File: src/rtl/freq_meas_sched.sv
// Purpose : scans up to four asynchronous pulse inputs with one shared edge counter and gate timer,
//           publishing the per-channel edge count per gate window, plus a saturation flag.
// Latency : upd[k] is high in cycle SETTLE_CYCLES+GATE_CYCLES+2, counting channel k's first SETTLE cycle as 1.
// Backpressure: none; results are overwritten in place and upd is a one-cycle strobe.
//
// Ports:
//   clk, rst                   system clock, asynchronous active-high reset
//   pulse_sig_1..pulse_sig_4   asynchronous pulse inputs, channels 0..3
//   ch_en[3:0]                 channel enable mask
//   start                      one-cycle scan request (ignored while busy)
//   cont                       continuous scanning while high
//   busy                       high whenever the scheduler is not idle
//   cur_ch[1:0]                channel currently selected
//   freq_out_1..freq_out_4     last completed result per channel (edges per gate window)
//   upd[3:0]                   one-cycle strobe marking a freq_out write
//   ovf[3:0]                   last result of channel k saturated
module freq_meas_sched #(
    parameter int GATE_CYCLES   = 20000000,
    parameter int SETTLE_CYCLES = 4,
    parameter int CNT_W         = 20
) (
    input  logic             clk,
    input  logic             rst,
    input  logic             pulse_sig_1,
    input  logic             pulse_sig_2,
    input  logic             pulse_sig_3,
    input  logic             pulse_sig_4,
    input  logic [3:0]       ch_en,
    input  logic             start,
    input  logic             cont,
    output logic             busy,
    output logic [1:0]       cur_ch,
    output logic [CNT_W-1:0] freq_out_1,
    output logic [CNT_W-1:0] freq_out_2,
    output logic [CNT_W-1:0] freq_out_3,
    output logic [CNT_W-1:0] freq_out_4,
    output logic [3:0]       upd,
    output logic [3:0]       ovf
);

    localparam int TMR_W = $clog2(GATE_CYCLES + SETTLE_CYCLES + 1);
    localparam logic [TMR_W-1:0] SETTLE_LAST = TMR_W'(SETTLE_CYCLES - 1);
    localparam logic [TMR_W-1:0] GATE_LAST   = TMR_W'(GATE_CYCLES - 1);
    localparam logic [CNT_W-1:0] CNT_MAX     = '1;

    typedef enum logic [2:0] {
        ST_IDLE,
        ST_SETTLE,
        ST_GATE,
        ST_STORE,
        ST_NEXT
    } state_t;

    state_t           state_q;
    logic [1:0]       cur_ch_q;
    logic             busy_q;
    logic [3:0]       sync1_q;
    logic [3:0]       sync2_q;
    logic [3:0]       dly_q;
    logic [3:0]       upd_q;
    logic [3:0]       ovf_q;
    logic [CNT_W-1:0] edge_cnt_q;
    logic             sat_q;
    logic [TMR_W-1:0] tmr_q;
    logic [CNT_W-1:0] freq_q [4];

    logic [3:0] pulse_in;
    logic [3:0] rise;
    logic [2:0] lowest_d;
    logic [2:0] above_d;

    // Returns {found, index} of the lowest enabled channel at or above 'from'.
    function automatic logic [2:0] pick_from(input logic [3:0] en, input int from);
        logic [2:0] r;
        r = '0;
        for (int k = 3; k >= 0; k--) begin
            if (k >= from && en[k]) begin
                r = {1'b1, k[1:0]};
            end
        end
        return r;
    endfunction

    assign pulse_in = {pulse_sig_4, pulse_sig_3, pulse_sig_2, pulse_sig_1};
    assign rise     = sync2_q & ~dly_q;
    assign lowest_d = pick_from(ch_en, 0);
    // cur_ch = 3 gives from = 4, so no channel is found above it.
    assign above_d  = pick_from(ch_en, int'(cur_ch_q) + 1);

    always_ff @(posedge clk or posedge rst) begin
        if (rst) begin
            state_q    <= ST_IDLE;
            cur_ch_q   <= '0;
            busy_q     <= 1'b0;
            sync1_q    <= '0;
            sync2_q    <= '0;
            dly_q      <= '0;
            upd_q      <= '0;
            ovf_q      <= '0;
            edge_cnt_q <= '0;
            sat_q      <= 1'b0;
            tmr_q      <= '0;
            for (int k = 0; k < 4; k++) begin
                freq_q[k] <= '0;
            end
        end else begin
            sync1_q <= pulse_in;
            sync2_q <= sync1_q;
            dly_q   <= sync2_q;
            upd_q   <= '0;

            case (state_q)
                ST_IDLE: begin
                    if ((start || cont) && lowest_d[2]) begin
                        cur_ch_q <= lowest_d[1:0];
                        tmr_q    <= '0;
                        busy_q   <= 1'b1;
                        state_q  <= ST_SETTLE;
                    end
                end

                ST_SETTLE: begin
                    edge_cnt_q <= '0;
                    sat_q      <= 1'b0;
                    if (!ch_en[cur_ch_q]) begin
                        state_q <= ST_NEXT;
                    end else if (tmr_q == SETTLE_LAST) begin
                        tmr_q   <= '0;
                        state_q <= ST_GATE;
                    end else begin
                        tmr_q <= tmr_q + 1'b1;
                    end
                end

                ST_GATE: begin
                    if (!ch_en[cur_ch_q]) begin
                        // Channel disabled mid-window: the partial count is discarded.
                        state_q <= ST_NEXT;
                    end else begin
                        if (rise[cur_ch_q]) begin
                            if (edge_cnt_q == CNT_MAX) begin
                                sat_q <= 1'b1;
                            end else begin
                                edge_cnt_q <= edge_cnt_q + 1'b1;
                            end
                        end
                        if (tmr_q == GATE_LAST) begin
                            state_q <= ST_STORE;
                        end else begin
                            tmr_q <= tmr_q + 1'b1;
                        end
                    end
                end

                ST_STORE: begin
                    freq_q[cur_ch_q] <= edge_cnt_q;
                    ovf_q[cur_ch_q]  <= sat_q;
                    upd_q[cur_ch_q]  <= 1'b1;
                    state_q          <= ST_NEXT;
                end

                ST_NEXT: begin
                    tmr_q <= '0;
                    if (above_d[2]) begin
                        cur_ch_q <= above_d[1:0];
                        state_q  <= ST_SETTLE;
                    end else if (cont && lowest_d[2]) begin
                        cur_ch_q <= lowest_d[1:0];
                        state_q  <= ST_SETTLE;
                    end else begin
                        busy_q  <= 1'b0;
                        state_q <= ST_IDLE;
                    end
                end

                default: begin
                    busy_q  <= 1'b0;
                    state_q <= ST_IDLE;
                end
            endcase
        end
    end

    assign busy       = busy_q;
    assign cur_ch     = cur_ch_q;
    assign upd        = upd_q;
    assign ovf        = ovf_q;
    assign freq_out_1 = freq_q[0];
    assign freq_out_2 = freq_q[1];
    assign freq_out_3 = freq_q[2];
    assign freq_out_4 = freq_q[3];

endmodule

File: config.mk
export PLATFORM = sky130hd
export DESIGN_NAME = freq_meas_sched
export DESIGN_NICKNAME = d
export VERILOG_FILES = /design/src/rtl/freq_meas_sched.sv
export SDC_FILE = /design/constraint.sdc
export NUM_CORES = 1
export LEC_CHECK = 0
export CAP_MARGIN = 15
export CORE_UTILIZATION = 58
export DETAILED_ROUTE_END_ITERATION = 10
export GPL_TIMING_DRIVEN = 0
export PLACE_DENSITY_LB_ADDON = 0.2
export SLEW_MARGIN = 20
export SYNTH_ARGS = -nofsm -noshare
export SYNTH_HDL_FRONTEND = slang
export SYNTH_SLANG_ARGS = --single-unit
File: constraint.sdc
create_clock -name clk -period 10.3 [get_ports clk]
set_input_delay 2.06 -clock clk [delete_from_list [all_inputs] [get_ports clk]]
set_output_delay 2.06 -clock clk [all_outputs]
set_load 0.01 [all_outputs]
### Word-level counts from Yosys, hierarchy flattened

Cells that the tools add are included.

* register bits: 152
* latch bits: 0
* RAM bits: 0
* ROM bits: 0
* input bits: 12
* logic and storage cells: 118
* memories kept: 0

* $add $sub $neg: 3
* multipliers: 0
* div/mod/pow operators: 0
* $lt $le $gt $ge: 8
* equality and inequality tests: 19
* shifts and indexed selects: 0
* mux-type cells: 49
* bitwise gates (word level): 4
* reductions and logical operators: 20

Operators by type and width (number)
* $mux W25: 5
* $pmux W25 S4: 1
* $bwmux W80: 1
* $mux W20: 4
* $demux W20 S2: 1
* $pmux W20 S2: 1
* $mux W3: 13
* $add A25 B1 Y25 const B: 1
* $eq A25 B2 Y1 const B: 1
* $eq A25 B25 Y1 const B: 1
* $add A20 B1 Y20 const B: 1
* $eq A20 B20 Y1 const B: 1
* $ne A2 B2 Y1 const B: 9
* $pmux W3 S5: 1
* $reduce_and A4 Y1: 3
* $mux W1: 11
* $ne A3 B3 Y1 const B: 3
* $logic_and A1 B1 Y1: 8
* $eq A3 B2 Y1 const B: 2
* $ge A1 B3 Y1 const A: 2
* $ge A2 B3 Y1 const A: 2
* $mux W2: 3
* $reduce_and A3 Y1: 2
* $reduce_and A5 Y1: 1
* 23 further kinds: 25

### Logic depth before layout (Yosys ltp)

Gate-level depths: netlist of the first run.

* depth after elaboration: 9
* depth in mapped cells: 9
* depth with buffers taken out: 7

### Least setup slack after synthesis of the first run

Ideal clock, no wire load.

* path type: input to register
* from: input ch_en[3]
* to: register edge_cnt_q[15]
* library setup time: 0.078 ns
* arrival time: 3.481 ns
* path slack: 6.741 ns
* cell stages on the path: 7
* buffers on the path: 2
* path through: mux4_2 > a21boi_1 > o21ai_2 > buf_2 > buf_2 > o21ai_0 > a21oi_1

* longest elaborated chain between the ends: 4

RTL lines
* start, declared: line 28 `input logic [3:0] ch_en,`
* $bmux W1 S2: line 136 `if (!ch_en[cur_ch_q]) begin`
* $mux W1 (not written as such): line 136
* $ne A2 B2 Y1 (no line)
* $reduce_and A4 Y1 (no line)
* end signal, assigned: line 144 `edge_cnt_q <= edge_cnt_q + 1'b1;`
* end, declared: line 62 `logic [CNT_W-1:0] edge_cnt_q;`

Every way passes these cells. The select of a mux whose other input is x is not followed.
A chain may end at the register's enable or synchronous reset.

### Worst setup path after layout of the first run

* from: input ch_en[3]
* to: register edge_cnt_q[13]

The elaborated chain is that of the path after synthesis.

==> results of run 1 <==
## worst paths after layout
| path | cells after the start | startpoint | slack [ns] | to |
|---|---|---|---|---|
| setup / recovery | 8 | ch_en[3] | 6.16 | edge_cnt_q[13] |
| hold / removal | 0 | sync1_q[2] | 0.35 | sync2_q[2] |
| setup reg to reg | 5 | state_q[2] | 7.70 | freq_out_1[13] |
| hold reg to reg | 0 | sync1_q[2] | 0.35 | sync2_q[2] |
| max in group asynchronous | 3 | rst | 7.48 | busy |
| min in group asynchronous | 2 | rst | 2.06 | freq_out_3[17] |
## cell families after synthesis
family / after synthesis
xor gates and xnor gates: 25
DFF: 152
adders and majority gates: 2
muxes: 84
buffers and inverters: 43
AOI/OAI and AO/OA: 68
and+or+nand+nor: 194
## cell type report
type                       count  area [um^2]  share of cell area
sequential                   152         3800               0.447
clock buffer                  18          439              0.0516
timing repair buffer         103         1050               0.123
tap                          140          175              0.0206
multi-input combinational    373         2640               0.311
inverter                       7         33.8             0.00397
clock inverter                14          173              0.0203
buffer                        36          194              0.0228
## report_power, final
| group | switching (mW) | internal, mW | total (mW) |
|---|---|---|---|
| logic | 0.184 | 0.0971 | 0.281 |
| clock network | 0.252 | 0.388 | 0.640 |
| registers | 0.0164 | 0.615 | 0.631 |
## state kept, by name, summed over array words and instances, names as in the netlist, 4 cells and up
name        flops
freq_out_3     20
sync1_q         4
ovf             4
freq_out_2     20
freq_out_1     20
upd             4
tmr_q          25
freq_out_4     20
dly_q           4
edge_cnt_q     20
sync2_q         4
## layout by cell type, fill, tap and decap left out, types with 3 or more instances in the layout
master | synthesis | final
sky130_fd_sc_hd__a21oi_1 | 24 | 24
sky130_fd_sc_hd__and3_1 | 6 | 6
sky130_fd_sc_hd__buf_1 | 6 | 6
sky130_fd_sc_hd__buf_2 | 10 | 10
sky130_fd_sc_hd__buf_6 | 6 | 6
sky130_fd_sc_hd__bufinv_16 | 0 | 3
sky130_fd_sc_hd__clkbuf_1 | 13 | 13
sky130_fd_sc_hd__clkbuf_16 | 0 | 17
sky130_fd_sc_hd__clkdlybuf4s50_1 | 0 | 102
sky130_fd_sc_hd__clkinv_2 | 0 | 3
sky130_fd_sc_hd__clkinv_4 | 0 | 4
sky130_fd_sc_hd__dfrtp_1 | 152 | 152
sky130_fd_sc_hd__inv_1 | 7 | 6
sky130_fd_sc_hd__mux2_2 | 83 | 83
sky130_fd_sc_hd__nand2_1 | 36 | 36
sky130_fd_sc_hd__nand3_1 | 21 | 21
sky130_fd_sc_hd__nand4_1 | 16 | 16
sky130_fd_sc_hd__nor2_1 | 52 | 52
sky130_fd_sc_hd__nor2b_1 | 3 | 3
sky130_fd_sc_hd__nor3_1 | 14 | 14
sky130_fd_sc_hd__nor4_1 | 9 | 9
sky130_fd_sc_hd__o211ai_1 | 3 | 3
sky130_fd_sc_hd__o21ai_0 | 14 | 14
sky130_fd_sc_hd__o22ai_1 | 3 | 3
sky130_fd_sc_hd__o31ai_1 | 10 | 10
sky130_fd_sc_hd__or2_2 | 3 | 3
sky130_fd_sc_hd__or3_1 | 7 | 7
sky130_fd_sc_hd__or4_1 | 7 | 7
sky130_fd_sc_hd__xnor2_1 | 9 | 9
sky130_fd_sc_hd__xor2_1 | 16 | 16
## per-layer routing
layer / global-route usage / up-vias / routed length, um
met5: 0 / - / 0
met4: 0.125 / 0 / 283
met3: 0.0520 / 24 / 716
met2: 0.450 / 181 / 7370
met1: 0.357 / 2446 / 6460
li1: - / 2278 / -
==> results.yml, run 1 <==
synthesis:
  synth_top_family_by_area: "simple AND/OR/NAND/NOR gates"
  synth.mux.area_fraction: 0.144
  mappedNetlistArea_um2: 6670
  synth_simple_gate_area_frac: 0.151
  synth_area_in_adders: 0.00375
  number_of_enable_type_register_cells_in_the_synthesized_netlist: 0
  synth_compound_gate_area_share: 0.0655
  ys_async_sr_fraction: 1.00
  synth.largest_area_cell: "sky130_fd_sc_hd__dfrtp_1"
  synth_warnings: 0
  ys_seq_elements: 152
  synth.net_count: 582
  yosysMostFrequentCell: "sky130_fd_sc_hd__dfrtp_1"
  synth_area_leaders: "sky130_fd_sc_hd__dfrtp_1 (57%), sky130_fd_sc_hd__mux2_2 (14%), sky130_fd_sc_hd__nor2_1 (2.9%)"
  synthXorXnorAreaFrac: 0.0328
  dominantRegCellSynth: "sky130_fd_sc_hd__dfrtp_1"
  synth_sequential_area_ratio: 0.571
  synth.lib_cells_used.distinct: 53
  avgSynthCellArea_um2: 11.7
  synth_top_area_share: 0.571
  synth.top_cells.by_count: "sky130_fd_sc_hd__dfrtp_1 (152), sky130_fd_sc_hd__mux2_2 (83), sky130_fd_sc_hd__nor2_1 (52)"
  netlist_instances: 568
cts:
  cts_root_buffer: "sky130_fd_sc_hd__clkbuf_16"
  postCtsHoldBufs: 0
  cts_post_setup_buffers_inserted: 0
  latest_clock_arrival_within_the_worst_skew_pair_ns: 0.43
  cts_made_buffers: 17
  cts_tree: "done"
  cts.sinks: 152
  cts_max_level: 4
  clock_path_buffers: 2
  clock_pin_slew_worst_setup_and_hold_paths_ns: 0.06
  post_cts.resized_instances: 0
finish:
  utilization: 0.771
  final_cells: 843
  n_antenna_cell: 0
  fin_area_um2: 8510
  final_nets: 704
  nFillCells: 725
  area_delta_synth_final_pct: 27.6
  fraction_of_final_layout_cells_with_drive_strength_greater_than_1: 0.209
detailed_routing:
  first_iter_violations: 328
  via_per_inst: 5.85
  antenna_violating_nets_post_route: 0
  dr_total_vias: 4929
  dr.pass1.iters: 7
  detail_route.drc_violations: 0
  route.detailed.wl_per_inst_um: 17.6
  total_routed_wirelength_um: 14800
critical_path:
  worstPathBufferInverterCount: 3
  worstPathMaxFanout: 10
  cp_top_family: "buffers and inverters"
  crit_path_cell_trace: "clkdlybuf4s50_1 -> mux4_2 -> a21boi_1 -> o21ai_2 -> buf_2 -> buf_2 -> o21ai_0 -> a21oi_1"
  critPathArrivalTime_ns: 4.49
  timing.critical_path.from_type: "input port"
  critPathCaptureType: "flip-flop"
  worst-setup-path-type: "input port to flip-flop"
  worst_path_most_repeated_cell: "sky130_fd_sc_hd__buf_2"
  cp_slowest_cell: "sky130_fd_sc_hd__mux4_2"
  worst-endpoint-required_ns: 10.65
  worst_path_largest_cell_delay_ns: 0.64
sta:
  number_of_endpoints_with_negative_hold_slack_in_the_final_report: 0
  finalClockSkew_ns: 0.00575
  fin_hold_ws_ns: 0.352
  time_the_worst_path_needs_with_i_o_delays_and_setup_ns: 4.14
  maxSlewHeadroom: 0.328
  worst_slew_pin_slew_ns: 0.983
  report.final.setup_viol: 0
  grt_setup_unrepaired: "false"
  timing.setup.tns_ns: 0
  slew_viol_final: 0
  setup_ws_ns: 6.16
  final_min_period_over_clock_period: 0.402
  maxClockFrequency_mhz: 242
floorplanning:
  fp.coreArea_um2: 11000
  die_w_um: 109
  ioPinCount: 103
  height_of_the_die_um: 109
  initial_cell_density_of_the_core: 0.604
  die_footprint_um2: 11900
  placementRows: 38
pwr:
  total_leakage_power_nw: 3.83
  peakVddDrop_mv: 0.147
  power_per_cell_area_nw_per_um2: 183
  post-layout-total-power_mw: 1.55
grt:
  grt_util_all_layers: 0.275
  grt_pass1_vias: 4926
  initial_antenna_violation_count: 0
  pin_count_of_the_biggest_net_entering_global_routing: 85
  grt_remaining_overflow: 0
  grt_pass1_wl_um: 24600
worst_hold_path:
  hold_class: "flip-flop to flip-flop"
placement:
  numPortBuffers: 102
  preCtsSetupSlack_ns: 5.81
  gp_congestion: 0.908
  dpl-instance-area_um2: 7900
  dp_cells: 811
  hpwl_um: 9980
flow_run:
  maxCapViolations: 0
status:
  run_status: "finished, final reports clean"
(Power assumes the default switching activity.)
==> inputs of run 2 (changes only) <==
--- a/config.mk
+++ b/config.mk
@@ -6,7 +6,7 @@
 export NUM_CORES = 1
 export LEC_CHECK = 0
 export CAP_MARGIN = 15
-export CORE_UTILIZATION = 58
+export CORE_UTILIZATION = 49
 export DETAILED_ROUTE_END_ITERATION = 10
 export GPL_TIMING_DRIVEN = 0
 export PLACE_DENSITY_LB_ADDON = 0.2
==> constraint.sdc (replaced) <==
create_clock -name clk -period 3.6 [get_ports clk]
set_input_delay 0.72 -clock clk [delete_from_list [all_inputs] [get_ports clk]]
set_output_delay 0.72 -clock clk [all_outputs]
set_load 0.01 [all_outputs]
==> run 2 against run 1 <==
Critical path type unchanged. Clock power rose to 3.0 times the previous value. Critical path depth did not move. Largest power group unchanged. Non-clock buffer count is 4 higher. Worst hold slack worse by 0.00098 ns. Via count fell by 0.69%.
==> results.yml, run 2 (synthesis gave the netlist of run 1 again) <==
critical_path:
  worstPathMaxFanout: 10
  cp-startpoint: "ch_en[3]"
  worst-setup-path-type: "input port to flip-flop"
  critPathArrivalTime_ns: 3.15
  timing.critical_path.from_type: "input port"
  critical_path.reg2reg.startpoint: "tmr_q[0]"
  critPathCaptureType: "flip-flop"
  worst-endpoint-required_ns: 3.95
finish:
  layout.cells.most_common: "sky130_fd_sc_hd__dfrtp_1"
  n_antenna_cell: 0
  fraction_of_final_layout_cells_with_drive_strength_greater_than_1: 0.214
  most_used_cells_in_the_layout_excluding_fill_and_tap_cells: "sky130_fd_sc_hd__dfrtp_1 (152), sky130_fd_sc_hd__clkdlybuf4s50_1 (102), sky130_fd_sc_hd__mux2_2 (83), sky130_fd_sc_hd__nor2_1 (52), sky130_fd_sc_hd__nand2_1 (36)"
  area_delta_synth_final_pct: 29.9
  top_register: "tmr_q"
  largest_register_ffs: 25
  final_nets: 708
  final_cells: 883
placement:
  hpwl_um: 10700
  gp_congestion: 0.906
  dp_cells: 851
  numPortBuffers: 102
floorplanning:
  ioPinCount: 103
  die_footprint_um2: 14100
  initial_cell_density_of_the_core: 0.503
  die_w_um: 119
  height_of_the_die_um: 119
  placementRows: 42
  fp.coreArea_um2: 13200
sta:
  timing.setup.tns_ns: 0
  finalClockSkew_ns: 0.00712
  slew_viol_final: 0
  maxClockFrequency_mhz: 358
  worst_slew_pin_slew_ns: 0.900
  report.final.setup_viol: 0
  grt_setup_unrepaired: "false"
  maxSlewHeadroom: 0.385
  number_of_endpoints_with_negative_hold_slack_in_the_final_report: 0
  final_min_period_over_clock_period: 0.777
  time_the_worst_path_needs_with_i_o_delays_and_setup_ns: 2.80
detailed_routing:
  total_routed_wirelength_um: 15000
  antenna_violating_nets_post_route: 0
  dr.pass1.iters: 5
  first_iter_violations: 289
  dr_total_vias: 4895
  route.detailed.wl_per_inst_um: 17.0
  via_per_inst: 5.54
  detail_route.drc_violations: 0
grt:
  grt_pass1_wl_um: 25500
  grt_pass1_vias: 4943
  pin_count_of_the_biggest_net_entering_global_routing: 34
  initial_antenna_violation_count: 0
  grt_util_all_layers: 0.232
  grt_remaining_overflow: 0
pwr:
  power_per_cell_area_nw_per_um2: 525
  peakVddDrop_mv: 0.313
  total_leakage_power_nw: 3.87
status:
  run_status: "finished, final reports clean"
cts:
  cts_made_buffers: 17
  cts_root_buffer: "sky130_fd_sc_hd__clkbuf_16"
  cts.sinks: 152
  cts_post_setup_buffers_inserted: 0
  cts_max_level: 4
  postCtsHoldBufs: 0
  clock_path_buffers: 2
  post_cts.resized_instances: 0
  latest_clock_arrival_within_the_worst_skew_pair_ns: 0.43
  cts_tree: "done"
  clock_pin_slew_worst_setup_and_hold_paths_ns: 0.07
flow_run:
  maxCapViolations: 0
worst_hold_path:
  hold_class: "flip-flop to flip-flop"
  holdCritStartpoint: "sync1_q[1]"
## run 2: final timing paths
path / depth (start not counted) / endpoint / slack [ns]
max in group asynchronous: 5 / upd[1] / 2.08
worst max register to register: 8 / tmr_q[18] / 1.01
worst min-delay path: 0 / sync2_q[1] / 0.35
worst min register to register: 0 / sync2_q[1] / 0.35
min in group asynchronous: 2 / freq_out_4[17] / 0.66
worst max-delay path: 8 / edge_cnt_q[10] / 0.80
## run 2: layer usage
| layer | track usage | up-vias | wire length [um] |
|---|---|---|---|
| met4 | 0.0918 | 0 | 287 |
| met1 | 0.301 | 2430 | 6530 |
| li1 | - | 2276 | - |
| met3 | 0.0434 | 25 | 647 |
| met2 | 0.384 | 164 | 7570 |
| met5 | 0 | - | 0 |
## run 2: cell type report
cell class | instances | area, um^2
clock buffers | 17 | 425
multi-input cells | 373 | 2640
repair buffers | 107 | 1130
fillers | 1001 | 4580
well taps | 176 | 220
inverters | 7 | 30.0
plain buffers | 36 | 194
flip-flops and latches | 152 | 3800
clock inverters | 15 | 214
## run 2: critical path, cell delays in order
cell                              delay [ns]
sky130_fd_sc_hd__clkdlybuf4s50_1        0.55
sky130_fd_sc_hd__mux4_2                 0.65
sky130_fd_sc_hd__a21boi_1               0.22
sky130_fd_sc_hd__o21ai_2                0.25
sky130_fd_sc_hd__buf_2                  0.25
sky130_fd_sc_hd__buf_2                  0.24
sky130_fd_sc_hd__o21ai_0                0.12
sky130_fd_sc_hd__a21oi_1                0.15
## run 2: metrics by stage
stage	power, mW	hold WS, ns	worst slack, ns	util	instance area [um^2]
6_report	4.55	0.351	0.803	0.654	8660
5_1_grt	4.74	0.362	0.654	0.654	8660
4_1_cts	4.58	0.350	0.810	0.654	8660
3_5_place_dp	2.66	0.336	0.381	0.606	8020
3_3_place_gp	2.62	0.337	-0.234	0.597	7910
2_1_floorplan	2.41	0.331	0.963	-	6670
## run 2: power by group
group	internal (mW)	switching, mW
clock	1.18	0.747
sequential	1.76	0.0442
combinational	0.286	0.535
==> inputs of run 3 (changes only) <==
--- a/config.mk
+++ b/config.mk
@@ -6,7 +6,7 @@
 export NUM_CORES = 1
 export LEC_CHECK = 0
 export CAP_MARGIN = 15
-export CORE_UTILIZATION = 49
+export CORE_UTILIZATION = 54
 export DETAILED_ROUTE_END_ITERATION = 10
 export GPL_TIMING_DRIVEN = 0
 export PLACE_DENSITY_LB_ADDON = 0.2
==> constraint.sdc (replaced) <==
create_clock -name clk -period 2.7 [get_ports clk]
set_input_delay 0.54 -clock clk [delete_from_list [all_inputs] [get_ports clk]]
set_output_delay 0.54 -clock clk [all_outputs]
set_load 0.01 [all_outputs]
==> run 3 against run 2 <==
Worst setup slack worse by 0.64 ns. Critical path depth down 3. Total power up 29%. Die area down 9.1%. Routed wire length about the same. Non-clock buffer count up 2. Largest cell class unchanged.
==> results.yml, run 3 (synthesis gave the netlist of run 1 again) <==
cts:
  postCtsHoldBufs: 0
  latest_clock_arrival_within_the_worst_skew_pair_ns: 0.42
  clock_pin_slew_worst_setup_and_hold_paths_ns: 0.06
  cts_max_level: 4
  cts_made_buffers: 17
  cts_root_buffer: "sky130_fd_sc_hd__clkbuf_16"
  cts.sinks: 152
  clock_path_buffers: 2
  cts_tree: "done"
floorplanning:
  die_w_um: 113
  ioPinCount: 103
  height_of_the_die_um: 113
  fp.coreArea_um2: 12000
  die_footprint_um2: 12800
  placementRows: 40
  initial_cell_density_of_the_core: 0.555
detailed_routing:
  first_iter_violations: 243
  antenna_violating_nets_post_route: 0
  route.detailed.wl_per_inst_um: 17.6
  dr.pass1.iters: 5
  detail_route.drc_violations: 0
  total_routed_wirelength_um: 15000
  dr_total_vias: 4942
  via_per_inst: 5.78
sta:
  setup_ws_ns: 0.166
  maxSlewHeadroom: 0.315
  fin_hold_ws_ns: 0.346
  maxClockFrequency_mhz: 395
  number_of_endpoints_with_negative_hold_slack_in_the_final_report: 0
  final_min_period_over_clock_period: 0.938
  time_the_worst_path_needs_with_i_o_delays_and_setup_ns: 2.53
  report.final.setup_viol: 0
  slew_viol_final: 0
  grt_setup_unrepaired: "false"
  worst_slew_pin_slew_ns: 1.00
  finalClockSkew_ns: 0.0102
finish:
  area_delta_synth_final_pct: 28.7
  fraction_of_final_layout_cells_with_drive_strength_greater_than_1: 0.213
  final_nets: 710
  layout.cells.most_common: "sky130_fd_sc_hd__dfrtp_1"
  nFillCells: 837
  final_cells: 855
  largest_register_ffs: 25
  n_antenna_cell: 0
  most_used_cells_in_the_layout_excluding_fill_and_tap_cells: "sky130_fd_sc_hd__dfrtp_1 (152), sky130_fd_sc_hd__clkdlybuf4s50_1 (102), sky130_fd_sc_hd__mux2_2 (83), sky130_fd_sc_hd__nor2_1 (51), sky130_fd_sc_hd__nand2_1 (36)"
  top_register: "tmr_q"
grt:
  grt_remaining_overflow: 0
  initial_antenna_violation_count: 0
  grt_util_all_layers: 0.253
  pin_count_of_the_biggest_net_entering_global_routing: 36
  grt_pass1_wl_um: 24800
  grt_pass1_vias: 4862
placement:
  dp_cells: 822
  hpwl_um: 10700
  numPortBuffers: 102
  gp_congestion: 0.884
  preCtsSetupSlack_ns: -0.264
critical_path:
  timing.critical_path.from_type: "flip-flop"
  critPathArrivalTime_ns: 2.84
  worstPathBufferInverterCount: 2
  cp_slowest_cell: "sky130_fd_sc_hd__clkbuf_1"
  cp_top_family: "simple AND/OR/NAND/NOR gates"
  worst-endpoint-required_ns: 3.00
  worst-setup-path-type: "flip-flop to flip-flop"
  worst_path_largest_cell_delay_ns: 0.62
  crit_path_cell_trace: "buf_6 -> nand3b_1 -> nor3_1 -> clkbuf_1 -> mux2_2"
  critPathCaptureType: "flip-flop"
  worst-r2r-setup-slack_ns: 0.17
  worstPathMaxFanout: 10
pwr:
  peakVddDrop_mv: 0.549
  total_leakage_power_nw: 3.85
  power_per_cell_area_nw_per_um2: 683
status:
  run_status: "finished, final reports clean"
worst_hold_path:
  hold_class: "input port to async pin"
flow_run:
  maxCapViolations: 0
==> run 3: metal layers <==
layer	vias to the layer above	GRT usage	wire, um	part of all wire
li1	2280	-	-	-
met5	-	0	0	0
met2	169	0.417	7640	0.51
met4	0	0.0868	327	0.022
met3	29	0.0637	692	0.046
met1	2464	0.327	6370	0.42
==> run 3: repair_timing <==
item                                    CTS  global route
endpoints found under the setup margin    0            14
gates resized for setup                   0             2
buffers inserted                          0             2
==> run 3: report_power, final <==
group          leakage (nW)  internal, mW  switching (mW)  total, mW
clock                 0.276          1.41           0.908       2.31
sequential             2.08          2.35          0.0590       2.41
combinational          1.49         0.407           0.733       1.14
==> run 3: through the flow <==
stage,TNS (ns),utilization,total power [mW],instance area [um^2]
final,0,0.714,5.86,8580
after global routing,0,0.714,6.10,8580
after CTS,0,0.713,5.86,8560
after detailed placement,-6.14,0.665,3.54,7980
after global placement,-139.86,0.656,3.49,7880
after floorplan,0,-,3.21,6670
==> run 3: final timing paths <==
path,startpoint,to,cells after the start
max,state_q[2],freq_out_3[16],5
min,rst,freq_out_3[17],2
max reg2reg,state_q[2],freq_out_3[16],5
min reg2reg,sync1_q[3],sync2_q[3],0
max in group asynchronous,rst,freq_out_4[4],5
min in group clk,sync1_q[3],sync2_q[3],0
==> run 3: cell type report <==
| cell class | count | area, um^2 | area share |
|---|---|---|---|
| flip-flops and latches | 152 | 3800 | 0.443 |
| clock buffers | 21 | 460 | 0.0537 |
| multi-input cells | 373 | 2650 | 0.308 |
| well taps | 147 | 184 | 0.0214 |
| inverters | 7 | 30.0 | 0.00350 |
| clock inverters | 10 | 119 | 0.0139 |
| plain buffers | 36 | 196 | 0.0229 |
| repair buffers | 109 | 1140 | 0.133 |
==> run 3: worst register-to-register path: cells and delay by family (launching register included) <==
family | cells | cell delay (ns)
AND/OR/NAND/NOR | 2 | 0.79
buffers and inverters | 2 | 0.78
flip-flops | 1 | 0.42
multiplexers | 1 | 0.42
